==> src/rtl/pipeline_stage_controller.sv <==
// Sequencer for the 5-stage pipeline: merges load-use stalls, EX branch redirects,
// multi-cycle MEM accesses and HLT draining into register write enables and flush strobes.
module pipeline_stage_controller #(
  parameter int MEM_LATENCY = 2,
  parameter int DRAIN_DEPTH = 3
) (
  input  logic clk,
  input  logic rst,
  input  logic load_use_stall,
  input  logic branch_taken,
  input  logic exmem_memAccess,
  input  logic idex_halt,
  input  logic restart,
  output logic pc_we,
  output logic ifid_we,
  output logic idex_we,
  output logic exmem_we,
  output logic memwb_we,
  output logic if_flush,
  output logic id_flush,
  output logic mem_busy,
  output logic halted
);

  localparam int MW = $clog2(MEM_LATENCY) + 1;
  localparam int DW = $clog2(DRAIN_DEPTH) + 1;
  localparam logic [MW-1:0] MEM_LAST   = MW'(MEM_LATENCY - 1);
  localparam logic [DW-1:0] DRAIN_LAST = DW'(DRAIN_DEPTH - 1);

  typedef enum logic [1:0] {RUN, DRAIN, HALTED} state_t;

  state_t        state_q, state_d;
  logic [MW-1:0] mem_cnt_q, mem_cnt_d;
  logic [DW-1:0] drain_cnt_q, drain_cnt_d;
  logic          mem_stall;

  // The counter clears on the release cycle, so back-to-back accesses each wait in full.
  assign mem_stall = !rst && exmem_memAccess && (mem_cnt_q < MEM_LAST) && (state_q != HALTED);
  assign mem_busy  = mem_stall;

  always_comb begin
    state_d     = state_q;
    drain_cnt_d = drain_cnt_q;
    mem_cnt_d   = mem_stall ? mem_cnt_q + MW'(1) : '0;
    case (state_q)
      RUN: begin
        if (!mem_stall && !branch_taken && idex_halt) state_d = DRAIN;
      end
      DRAIN: begin
        if (!mem_stall) begin
          if (drain_cnt_q == DRAIN_LAST) begin
            state_d     = HALTED;
            drain_cnt_d = '0;
          end else begin
            drain_cnt_d = drain_cnt_q + DW'(1);
          end
        end
      end
      HALTED: begin
        if (restart) state_d = RUN;
      end
      default: state_d = RUN;
    endcase
  end

  always_comb begin
    pc_we    = 1'b1;
    ifid_we  = 1'b1;
    idex_we  = 1'b1;
    exmem_we = 1'b1;
    memwb_we = 1'b1;
    if_flush = 1'b0;
    id_flush = 1'b0;
    halted   = 1'b0;
    if (rst) begin
      {pc_we, ifid_we, idex_we, exmem_we, memwb_we} = '0;
      if_flush = 1'b1;
      id_flush = 1'b1;
    end else begin
      case (state_q)
        RUN: begin
          if (mem_stall) begin
            {pc_we, ifid_we, idex_we, exmem_we, memwb_we} = '0;
          end else if (branch_taken) begin
            if_flush = 1'b1;
            id_flush = 1'b1;
          end else if (idex_halt || load_use_stall) begin
            pc_we    = 1'b0;
            ifid_we  = 1'b0;
            id_flush = 1'b1;
          end
        end
        DRAIN: begin
          pc_we    = 1'b0;
          ifid_we  = 1'b0;
          id_flush = 1'b1;
          idex_we  = !mem_stall;
          exmem_we = !mem_stall;
          memwb_we = !mem_stall;
        end
        default: begin
          {pc_we, ifid_we, idex_we, exmem_we, memwb_we} = '0;
          halted = 1'b1;
        end
      endcase
    end
  end

  always_ff @(posedge clk) begin
    if (rst) begin
      state_q     <= RUN;
      mem_cnt_q   <= '0;
      drain_cnt_q <= '0;
    end else begin
      state_q     <= state_d;
      mem_cnt_q   <= mem_cnt_d;
      drain_cnt_q <= drain_cnt_d;
    end
  end

endmodule

==> config.mk <==
export PLATFORM = sky130hd
export DESIGN_NAME = pipeline_stage_controller
export DESIGN_NICKNAME = d
export VERILOG_FILES = /design/src/rtl/pipeline_stage_controller.sv
export SDC_FILE = /design/constraint.sdc
export NUM_CORES = 1
export LEC_CHECK = 0
export BUFFER_PORTS_ARGS = -buffer_cell sky130_fd_sc_hd__buf_2
export CORE_AREA = 3 3 40 42
export CTS_BUF_LIST = sky130_fd_sc_hd__clkbuf_4
export DETAILED_ROUTE_END_ITERATION = 10
export DIE_AREA = 0 0 43 45
export PLACE_DENSITY = 0.65
export SLEW_MARGIN = 20
export SYNTH_ARGS = -nofsm -noshare
export SYNTH_HDL_FRONTEND = slang
export SYNTH_SLANG_ARGS = --single-unit
==> constraint.sdc <==
create_clock -name clk -period 1.8 [get_ports clk]
set_input_delay 0.45 -clock clk [delete_from_list [all_inputs] [get_ports clk]]
set_output_delay 0.45 -clock clk [all_outputs]
set_load 0.01 [all_outputs]
Yosys cells after proc, flatten, opt, wreduce, memory -nomap -nowiden:

Cells that the tools add are included.

* word-level logic and storage cells: 54
* register bits after elaboration: 7
* output and inout port bits: 9

* reductions and logical operators: 14
* add/subtract/negate cells: 2
* multiplexer cells: 25
* eq/ne operators: 8
* bitwise gates (word level): 1
* magnitude comparators: 1

Operator list (number)
* $mux W1: 17
* $ne A2 B2 Y1 const B: 5
* $mux W2: 4
* $pmux W2 S3: 1
* $logic_and A1 B1 Y1: 5
* $pmux W1 S2: 2
* $reduce_and A4 Y1: 1
* $reduce_or A2 Y1: 2
* $add A3 B1 Y3 const B: 1
* $eq A3 B2 Y1 const B: 1
* $logic_not A1 Y1: 3
* $mux W3: 1
* $add A2 B1 Y2 const B: 1
* $eq A2 B1 Y1 const B: 1
* $eq A2 B2 Y1 const B: 1
* $logic_not A2 Y1: 1
* $lt A2 B1 Y1 const B: 1
* $reduce_and A2 Y1: 1
* $logic_or A1 B1 Y1: 1
* $not A1 Y1: 1

Depth between registers and ports, before layout:

Gate-level depths: netlist (run 1).

* depth after elaboration: 9
* mapped depth: 6

Worst setup path after synthesis (run 1):

OpenSTA, ideal clock, no wires.

* path type: register -> output
* start point: register mem_cnt_q[0]
* end point: output pc_we
* path slack: -0.155 ns
* data arrival time: 1.505 ns
* data required time: 1.350 ns
* stages on the path, launching flop included: 7
* cells stage by stage: dfxtp_1 inv_1 ha_1 a21oi_4 nor2b_1 o211a_1 buf_4

* longest elaborated chain between the ends: 6

RTL lines
* from (decl): RTL line 33 `logic [MW-1:0] mem_cnt_q, mem_cnt_d;`
* from (signal assigned): RTL line 116 `mem_cnt_q <= mem_cnt_d;`
* $lt A2 B1 Y1: RTL line 38 `assign mem_stall = !rst && exmem_memAccess && (mem_cnt_q < MEM_LAST) && (state_q != HALTED);`
* $logic_and A1 B1 Y1 (2 in a row): RTL line 38
* $mux W1 (3 in a row)
* to (decl): RTL line 14 `output logic pc_we,`

Every way passes these cells.

Worst setup path after layout (run 1):

* start point: register mem_cnt_q[0]
* end point: output ifid_we

* longest elaborated chain between the ends: 6

RTL lines
* $lt A2 B1 Y1: RTL line 38
* $logic_and A1 B1 Y1 (2 in a row): RTL line 38
* $mux W1: RTL line 82 `if (mem_stall) begin`
* $mux W1: RTL line 80 `case (state_q)`
* $mux W1: RTL line 75 `if (rst) begin`
* to (decl): RTL line 15 `output logic ifid_we,`

Every way passes these cells.

==> results.py, run 1 <==
metrics = {
    "final_layout": {
        "final_area_sq_um": 568,
        "fill_cells": 131,
        "final_util": 0.442,
        "drive_gt1_frac": 0.493,
        "seqCellArea_sq_um": 143,
        "syn_to_final_growth_pct": 29.3,
        "final_nets": 76,
        "antenna_cells": 0,
        "multiInputGateArea_sq_um": 275,
    },
    "grt": {
        "grt_pass1_wl_mm": 1.54,
        "grt_max_degree": 14,
        "track_usage": 0.108,
        "grt_overflow": 0,
        "grt_pass1_vias": 381,
        "antenna_found_initial": 0,
    },
    "logic_synthesis": {
        "synth_area_per_cell_sq_um": 8.61,
        "synth_area_sq_um": 439,
        "synthesis.nets": 59,
        "synth_cells": 51,
        "synth-seq-area-share": 0.319,
        "yosys_warnings": 0,
        "synth_cell_type_count": 27,
        "ys_ff_latch": 7,
    },
    "placed_design": {
        "dpl_cell_area_sq_um": 523,
        "port_buffers": 15,
        "dp_slack_ns": 0.145,
        "place_congestion": 0.655,
        "hpwl_microns": 710,
    },
    "pwr": {
        "netSwitchingFraction": 0.259,
        "power_frac_clock": 0.381,
        "switchingPower_mw": 0.106,
        "fin_total_pwr_mw": 0.408,
        "p_per_area_nw_per_um2": 719,
        "power.leakage_nw": 0.265,
        "seqPwrFrac": 0.407,
        "p_int_mw": 0.303,
        "pwr-share-comb": 0.212,
        "peakVddDrop_uv": 273,
    },
    "setup_path": {
        "start_kind": "flop",
        "cp.arrival_ns": 1.33,
        "critical_path_class": "flop to output port",
        "worst_setup_path_end_kind": "output port",
        "worstPathMaxFanout": 4,
        "required_ns": 1.35,
    },
    "clocking": {
        "cts.clk_slew.worst_paths_ns": 0.05,
        "clkLatencyLatePin_ns": 0.24,
        "clock-sinks": 7,
        "numCtsBuffers": 3,
        "clockRootBuffer": "clkbuf_4",
        "htree_levels": 1,
        "cts_tree": "built",
        "clockBufferDepth": 2,
    },
    "timing": {
        "clock_skew_ns": 0.000305,
        "fin_tns_setup_ns": 0,
        "rsz0062_at_grt": "yes",
        "period_share": 0.991,
        "period_minus_slack_ns": 1.78,
        "setup_slack_ns": 0.0154,
        "hold_violations": 0,
        "setup_viol": 0,
        "worst_pin_slew_ns": 0.262,
        "slew_headroom": 0.826,
        "fmax_mhz": 560,
        "drv_slew": 0,
    },
    "detailed_routing": {
        "via_count": 392,
        "initialDrtViolationCount": 1,
        "drtPass1Iterations": 2,
        "wl_microns": 911,
        "drc": 0,
        "drt-wirelength-per-cell_microns": 11.1,
        "ant_nets": 0,
        "post_drt_via_cell_ratio": 4.78,
    },
    "die": {
        "core-area_sq_um": 1280,
        "fp.dieW_microns": 43,
        "start_util": 0.342,
        "io_pins": 16,
        "die-height_microns": 45,
        "placementRows": 13,
        "die_area_sq_um": 1940,
    },
    "worst_hold_path": {
        "hold_class": "flop to flop",
    },
    "run_status": {
        "outcome": "complete, no violations",
    },
    "job": {
        "cap_violations": 0,
    },
}
cells in the mapped netlist:
cell type | instances | area share
a21bo_2 | 1 | 0.023
a21oi_1 | 2 | 0.023
a21oi_4 | 1 | 0.037
a2bb2o_1 | 1 | 0.023
a31o_2 | 2 | 0.040
a31oi_1 | 1 | 0.014
a41o_1 | 1 | 0.023
and2_1 | 1 | 0.014
and4_1 | 1 | 0.020
buf_2 | 2 | 0.023
buf_4 | 3 | 0.051
dfxtp_1 | 7 | 0.32
ha_1 | 1 | 0.028
inv_1 | 3 | 0.026
mux2_4 | 1 | 0.034
nand2_1 | 2 | 0.017
nand2b_1 | 2 | 0.028
nand4_1 | 1 | 0.014
nand4b_1 | 1 | 0.020
nor2_1 | 7 | 0.060
nor2b_1 | 4 | 0.057
nor3_2 | 1 | 0.023
nor3b_1 | 1 | 0.017
nor4_1 | 1 | 0.014
o211a_1 | 1 | 0.023
o21ai_1 | 1 | 0.011
o31ai_1 | 1 | 0.017
final timing paths:
kind | from | to | slack, ns | cells after the start
max reg2reg | mem_cnt_q[0] | drain_cnt_q[2] | 0.46 | 6
min | mem_cnt_q[0] | mem_cnt_q[0] | 0.41 | 1
max | mem_cnt_q[0] | ifid_we | 0.02 | 6
min reg2reg | mem_cnt_q[0] | mem_cnt_q[0] | 0.41 | 1
cells by family after synthesis:
family	after synthesis	synth area share
flip-flops	7	0.319
adder cells (fa/ha/maj)	1	0.0285
buffers and inverters	8	0.0997
AO/OA/AOI/OAI	12	0.234
AND/OR/NAND/NOR	22	0.285
multiplexers	1	0.0342
what timing repair did:
action,CTS,global route
endpoints found under the setup margin,4,4
hold buffers,0,0
buffers inserted,0,0
gates resized for setup,5,1
pin swaps,3,0
cell type report:
| class | instances | share of cell area |
|---|---|---|
| Inverter | 3 | 0.0198 |
| Sequential cell | 7 | 0.251 |
| Tap cell | 15 | 0.0330 |
| Clock buffer | 4 | 0.0529 |
| Multi-Input combinational cell | 36 | 0.485 |
| Timing Repair Buffer | 17 | 0.159 |
worst max-delay path, cell delays in order (launching register included):
cell	delay (ns)
dfxtp_2	0.33
inv_2	0.04
ha_4	0.16
a21oi_4	0.11
nor2b_4	0.17
o211a_1	0.16
buf_2	0.13
layer usage:
| layer | track usage | part of all wire |
|---|---|---|
| met5 | 0 | 0 |
| met4 | 0.0542 | 0 |
| met3 | 0.0239 | 0.025 |
| met2 | 0.186 | 0.53 |
| met1 | 0.126 | 0.44 |
power groups by stage:
stage	logic [mW]	clock network [mW]	registers (mW)
final	0.0866	0.156	0.166
after global routing	0.0969	0.173	0.167
after CTS	0.0879	0.164	0.166
after detailed placement	0.0838	0	0.169
after global placement	0.0829	0	0.169
after floorplan	0.0590	0	0.167
flip-flops by register name (all words and copies together) (netlist names):
signal / flops
mem_cnt_q: 2
drain_cnt_q: 3
state_q: 2
cell usage in the layout (no fill, tap or decap):
cell	n
nand2_1	2
nor2_1	7
a2bb2o_1	1
o211a_1	1
a21oi_4	1
o21ai_1	1
ha_4	1
nor3b_1	1
a41o_1	1
nor2b_4	1
a31o_2	2
inv_1	1
mux2_4	1
and4_1	1
nand2b_1	2
buf_2	15
dfxtp_2	2
a21bo_2	1
nand4_1	1
nor4_1	1
o31ai_1	1
nor3_2	1
a21oi_1	2
inv_2	2
nor2b_1	3
nand4b_1	1
a31oi_1	1
buf_4	2
clkbuf_4	4
dfxtp_1	5
and2_1	1
through the flow:
step	hold WS [ns]	cells
after floorplan	0.401	51
after global placement	0.408	78
after detailed placement	0.417	78
after CTS	0.416	82
after global routing	0.436	82
final	0.412	82
No activity file was read; power rests on OpenSTA's default activity.
==> run 2: changes to the inputs <==
CELL_PAD_IN_SITES_DETAIL_PLACEMENT = 0   (was not set)
CELL_PAD_IN_SITES_GLOBAL_PLACEMENT = 2   (was not set)
CORE_AREA = not set   (was 3 3 40 42)
CORE_MARGIN = 3   (was not set)
CORE_UTILIZATION = 27   (was not set)
DIE_AREA = not set   (was 0 0 43 45)
PLACE_DENSITY = 0.85   (was 0.65)
==> run 2 against run 1 <==
Final area is 2.0% higher; clock skew about the same; clock power grew 4%; largest power group unchanged.
==> results.py, run 2 (synthesis results as in run 1) <==
metrics = {
    "pwr": {
        "power.leakage_nw": 0.268,
        "power_frac_clock": 0.389,
        "fin_total_pwr_mw": 0.418,
        "peakVddDrop_uv": 181,
        "netSwitchingFraction": 0.268,
        "seqPwrFrac": 0.404,
        "p_per_area_nw_per_um2": 721,
        "p_int_mw": 0.306,
        "pwr-share-comb": 0.207,
        "switchingPower_mw": 0.112,
    },
    "die": {
        "core-area_sq_um": 1420,
        "die_area_sq_um": 2150,
        "io_pins": 16,
        "placementRows": 13,
        "start_util": 0.310,
        "fp.dieW_microns": 46.3,
        "die-height_microns": 46.3,
    },
    "clocking": {
        "cts_tree": "built",
        "clkLatencyLatePin_ns": 0.25,
        "numCtsBuffers": 3,
        "cts_hold_buffers": 0,
        "htree_levels": 1,
        "cts.clk_slew.worst_paths_ns": 0.05,
        "clock-sinks": 7,
        "clockRootBuffer": "clkbuf_4",
        "clockBufferDepth": 2,
    },
    "setup_path": {
        "cp.arrival_ns": 1.33,
        "r2r_start": "mem_cnt_q[0]",
        "critical_path_class": "flop to output port",
        "r2r_slack_ns": 0.45,
        "worstPathMaxFanout": 6,
        "required_ns": 1.35,
        "crit_path_end": "if_flush",
        "worst_setup_path_end_kind": "output port",
        "start_kind": "flop",
        "reg2reg_depth": 6,
        "startpoint": "mem_cnt_q[0]",
        "timing.rr.end": "drain_cnt_q[2]",
    },
    "timing": {
        "setup_slack_ns": 0.0166,
        "period_share": 0.991,
        "clock_skew_ns": 0.000690,
        "fin_tns_setup_ns": 0,
        "hold_violations": 0,
        "fmax_mhz": 561,
        "hold_slack_ns": 0.421,
        "setup_viol": 0,
        "worst_pin_slew_ns": 0.350,
        "period_minus_slack_ns": 1.78,
        "drv_slew": 0,
        "slew_headroom": 0.767,
        "rsz0062_at_grt": "yes",
    },
    "grt": {
        "antenna_found_initial": 0,
        "track_usage": 0.0926,
        "grt_overflow": 0,
        "grt_pass1_vias": 321,
        "grt_pass1_wl_mm": 1.37,
        "grt_max_degree": 14,
    },
    "detailed_routing": {
        "via_count": 401,
        "initialDrtViolationCount": 7,
        "wl_microns": 907,
        "drc": 0,
        "post_drt_via_cell_ratio": 4.89,
        "drtPass1Iterations": 4,
        "drt-wirelength-per-cell_microns": 11.1,
        "ant_nets": 0,
    },
    "placed_design": {
        "place_congestion": 0.666,
        "hpwl_microns": 667,
        "dp_slack_ns": 0.135,
        "port_buffers": 15,
    },
    "final_layout": {
        "reg.largest.list": "drain_cnt_q x3, mem_cnt_q x2, state_q x2",
        "drive_gt1_frac": 0.478,
        "final_nets": 76,
        "antenna_cells": 0,
        "layout_commonest_cell": "buf_2",
        "syn_to_final_growth_pct": 31.9,
        "top_register": "drain_cnt_q",
        "seqCellArea_sq_um": 141,
        "multiInputGateArea_sq_um": 275,
        "largest_reg_flops": 3,
        "fill_cells": 148,
        "final_cell_mix": "buf_2 (13), nor2_1 (7), dfxtp_1 (6)",
    },
    "run_status": {
        "outcome": "complete, no violations",
    },
    "worst_hold_path": {
        "hold_class": "flop to flop",
    },
    "job": {
        "cap_violations": 0,
    },
}
[run 2: cell counts in the layout (fill, tap and decap cells not counted)]
No cell type changed its count.
[run 2: per-stage QoR]
| step | instance area, sq um | util | cells |
|---|---|---|---|
| floorplan | 447 | - | 51 |
| global placement | 515 | 0.364 | 77 |
| detailed placement | 515 | 0.364 | 77 |
| CTS | 567 | 0.401 | 82 |
| global route | 579 | 0.409 | 82 |
| finish | 579 | 0.409 | 82 |
[run 2: layer usage]
| metal | global-route usage | up-vias | wire length, microns |
|---|---|---|---|
| met4 | 0.0852 | 0 | 15 |
| li1 | - | 211 | - |
| met1 | 0.111 | 170 | 461 |
| met5 | 0 | - | 0 |
| met2 | 0.129 | 18 | 358 |
| met3 | 0.0273 | 2 | 72 |
[run 2: critical path: stages, from the launching register on]
cell     delay, ns
dfxtp_2       0.32
inv_2         0.06
ha_4          0.13
a21oi_4       0.05
buf_4         0.15
a31o_2        0.23
buf_2         0.13
[run 2: final cells by class]
type | instances | area share
tap | 15 | 0.0324
multi-input combinational | 36 | 0.475
sequential | 7 | 0.244
clock buffer | 4 | 0.0518
timing repair buffer | 17 | 0.177
inverter | 3 | 0.0194
[run 2: worst min-delay path by stage]
stage	from	end	slack (ns)	cells past startpoint
after floorplan	mem_cnt_q[0]	mem_cnt_q[0]	0.40	1
after global placement	mem_cnt_q[0]	mem_cnt_q[0]	0.42	1
after detailed placement	mem_cnt_q[0]	mem_cnt_q[0]	0.43	1
after CTS	mem_cnt_q[0]	mem_cnt_q[0]	0.42	1
after global routing	mem_cnt_q[0]	mem_cnt_q[0]	0.43	1
final	mem_cnt_q[0]	mem_cnt_q[0]	0.42	1
[run 2: power by group through the flow]
stage,clock network (mW),logic [mW],registers (mW)
2_1_floorplan,0,0.0590,0.167
3_3_place_gp,0,0.0770,0.172
3_5_place_dp,0,0.0771,0.171
4_1_cts,0.169,0.0832,0.169
5_1_grt,0.175,0.0955,0.170
6_report,0.163,0.0863,0.169
[run 2: what timing repair did]
| action | in CTS | in global routing |
|---|---|---|
| setup buffers | 1 | 0 |
| setup endpoints to repair | 8 | 7 |
| gates resized for setup | 5 | 2 |
| pin swaps | 3 | 0 |
==> run 3: changes to the inputs <==
==> constraint.sdc (replaced) <==
create_clock -name clk -period 1.8 [get_ports clk]
set_input_delay 0.36 -clock clk [delete_from_list [all_inputs] [get_ports clk]]
set_output_delay 0.36 -clock clk [all_outputs]
set_load 0.01 [all_outputs]
==> run 3 against run 2 <==
Critical path depth did not move; combinational power barely moved; clock power barely moved; non-clock buffer count rose by 1; sequential power barely moved; via count fell by 0.25%; setup slack improved by 0.046 ns; first-iteration DRC count fell by 86%; global-route usage rose by 1.5 points; die area did not move; register-to-register slack got worse by 0.04 ns; worst hold slack got worse by 0.0015 ns; highest routed layer unchanged.
==> results.py, run 3 (synthesis results as in run 1) <==
metrics = {
    "run_status": {
        "outcome": "complete, no violations",
    },
    "placed_design": {
        "dpl_cell_area_sq_um": 510,
        "dp_slack_ns": 0.184,
        "port_buffers": 15,
        "place_congestion": 0.728,
    },
    "setup_path": {
        "crit_chain": "inv_1 > ha_4 > a21oi_4 > nor2b_4 > o211a_1 > buf_2",
        "cp.buffers_inverters": 2,
        "critical_path_class": "flop to output port",
        "cp.arrival_ns": 1.38,
        "start_kind": "flop",
        "required_ns": 1.44,
        "startpoint": "mem_cnt_q[0]",
        "crit_family": "flip-flops",
        "reg2reg_depth": 6,
        "crit_slowest_cell": "dfxtp_2",
        "r2r_start": "mem_cnt_q[0]",
        "r2r_slack_ns": 0.41,
        "max_stage_delay_ns": 0.32,
        "worstPathMaxFanout": 2,
        "worst_setup_path_end_kind": "output port",
        "cp.depth": 6,
    },
    "final_layout": {
        "largest_reg_flops": 3,
        "final_nets": 77,
        "fill_cells": 140,
        "final_util": 0.406,
        "final_area_sq_um": 574,
        "final_cell_mix": "buf_2 (15), nor2_1 (7), dfxtp_1 (6)",
        "antenna_cells": 0,
        "seqCellArea_sq_um": 141,
        "top_register": "drain_cnt_q",
        "reg.largest.list": "drain_cnt_q x3, mem_cnt_q x2, state_q x2",
        "drive_gt1_frac": 0.456,
        "layout_commonest_cell": "buf_2",
        "multiInputGateArea_sq_um": 275,
        "syn_to_final_growth_pct": 30.8,
    },
    "timing": {
        "setup_slack_ns": 0.0629,
        "fmax_mhz": 576,
        "fin_tns_setup_ns": 0,
        "hold_slack_ns": 0.420,
        "slew_headroom": 0.750,
        "hold_violations": 0,
        "period_minus_slack_ns": 1.74,
        "drv_slew": 0,
        "period_share": 0.965,
        "rsz0062_at_grt": "no",
        "clock_skew_ns": 0.00573,
        "setup_viol": 0,
        "worst_pin_slew_ns": 0.375,
    },
    "detailed_routing": {
        "via_count": 400,
        "post_drt_via_cell_ratio": 4.82,
        "wl_mm": 1.02,
        "drtPass1Iterations": 3,
        "ant_nets": 0,
        "initialDrtViolationCount": 1,
        "drt-wirelength-per-cell_microns": 12.3,
        "drc": 0,
    },
    "pwr": {
        "p_per_area_nw_per_um2": 726,
        "peakVddDrop_uv": 243,
        "power.leakage_nw": 0.270,
    },
    "clocking": {
        "cts.clk_slew.worst_paths_ns": 0.05,
        "cts_tree": "built",
        "cts_hold_buffers": 0,
        "htree_levels": 1,
        "numCtsBuffers": 3,
        "clock-sinks": 7,
        "clockRootBuffer": "clkbuf_4",
        "clkLatencyLatePin_ns": 0.25,
        "clockBufferDepth": 2,
    },
    "grt": {
        "track_usage": 0.107,
        "grt_overflow": 0,
        "grt_pass1_vias": 378,
        "grt_max_degree": 14,
        "antenna_found_initial": 0,
        "grt_pass1_wl_mm": 1.61,
    },
    "die": {
        "io_pins": 16,
        "fp.dieW_microns": 46.3,
        "die_area_sq_um": 2150,
        "placementRows": 13,
        "start_util": 0.310,
        "die-height_microns": 46.3,
        "core-area_sq_um": 1420,
    },
    "worst_hold_path": {
        "hp-start": "restart",
        "hold_class": "input pin to flop",
        "min_path_cells": 3,
    },
    "job": {
        "cap_violations": 0,
    },
}
-- run 3: changes by cell type in the layout (fill, tap and decap cells not counted), sizes merged --
cell	previous run	this run
buf	17	18
-- run 3: metrics by stage --
step | total power [mW] | instances
2_1_floorplan | 0.224 | 51
3_3_place_gp | 0.247 | 77
3_5_place_dp | 0.248 | 77
4_1_cts | 0.418 | 82
5_1_grt | 0.437 | 83
6_report | 0.417 | 83
-- run 3: power by group --
| group | internal [mW] | total [mW] | switching, mW |
|---|---|---|---|
| clock network | 0.0999 | 0.162 | 0.0617 |
| registers | 0.161 | 0.169 | 0.00780 |
| logic | 0.0432 | 0.0865 | 0.0432 |
| total | 0.304 | 0.417 | 0.113 |
-- run 3: cell type report --
type / instances / area share
Timing Repair Buffer: 18 / 0.170
Multi-Input combinational cell: 36 / 0.479
Sequential cell: 7 / 0.246
Clock buffer: 4 / 0.0523
Tap cell: 15 / 0.0327
Inverter: 3 / 0.0196
-- run 3: final timing paths --
kind,to
min reg2reg,mem_cnt_q[0]
min,state_q[1]
max,ifid_we
max reg2reg,drain_cnt_q[2]
-- run 3: repair_timing --
item / CTS / global route
buffers inserted: 1 / 1
pin swaps: 0 / 2
gates resized for setup: 3 / 1
setup endpoints to repair: 4 / 4
-- run 3: tightest hold or removal path, cell delays in order --
cell and delay (ns):
buf_2 0.10, nor2_1 0.06, a2bb2o_1 0.12
-- run 3: metal layers --
layer	GRT usage	up-vias	wire (microns)
met4	0.0852	0	17
met5	0	-	0
met3	0.0117	2	66
met2	0.148	16	437
met1	0.147	169	500
li1	-	213	-
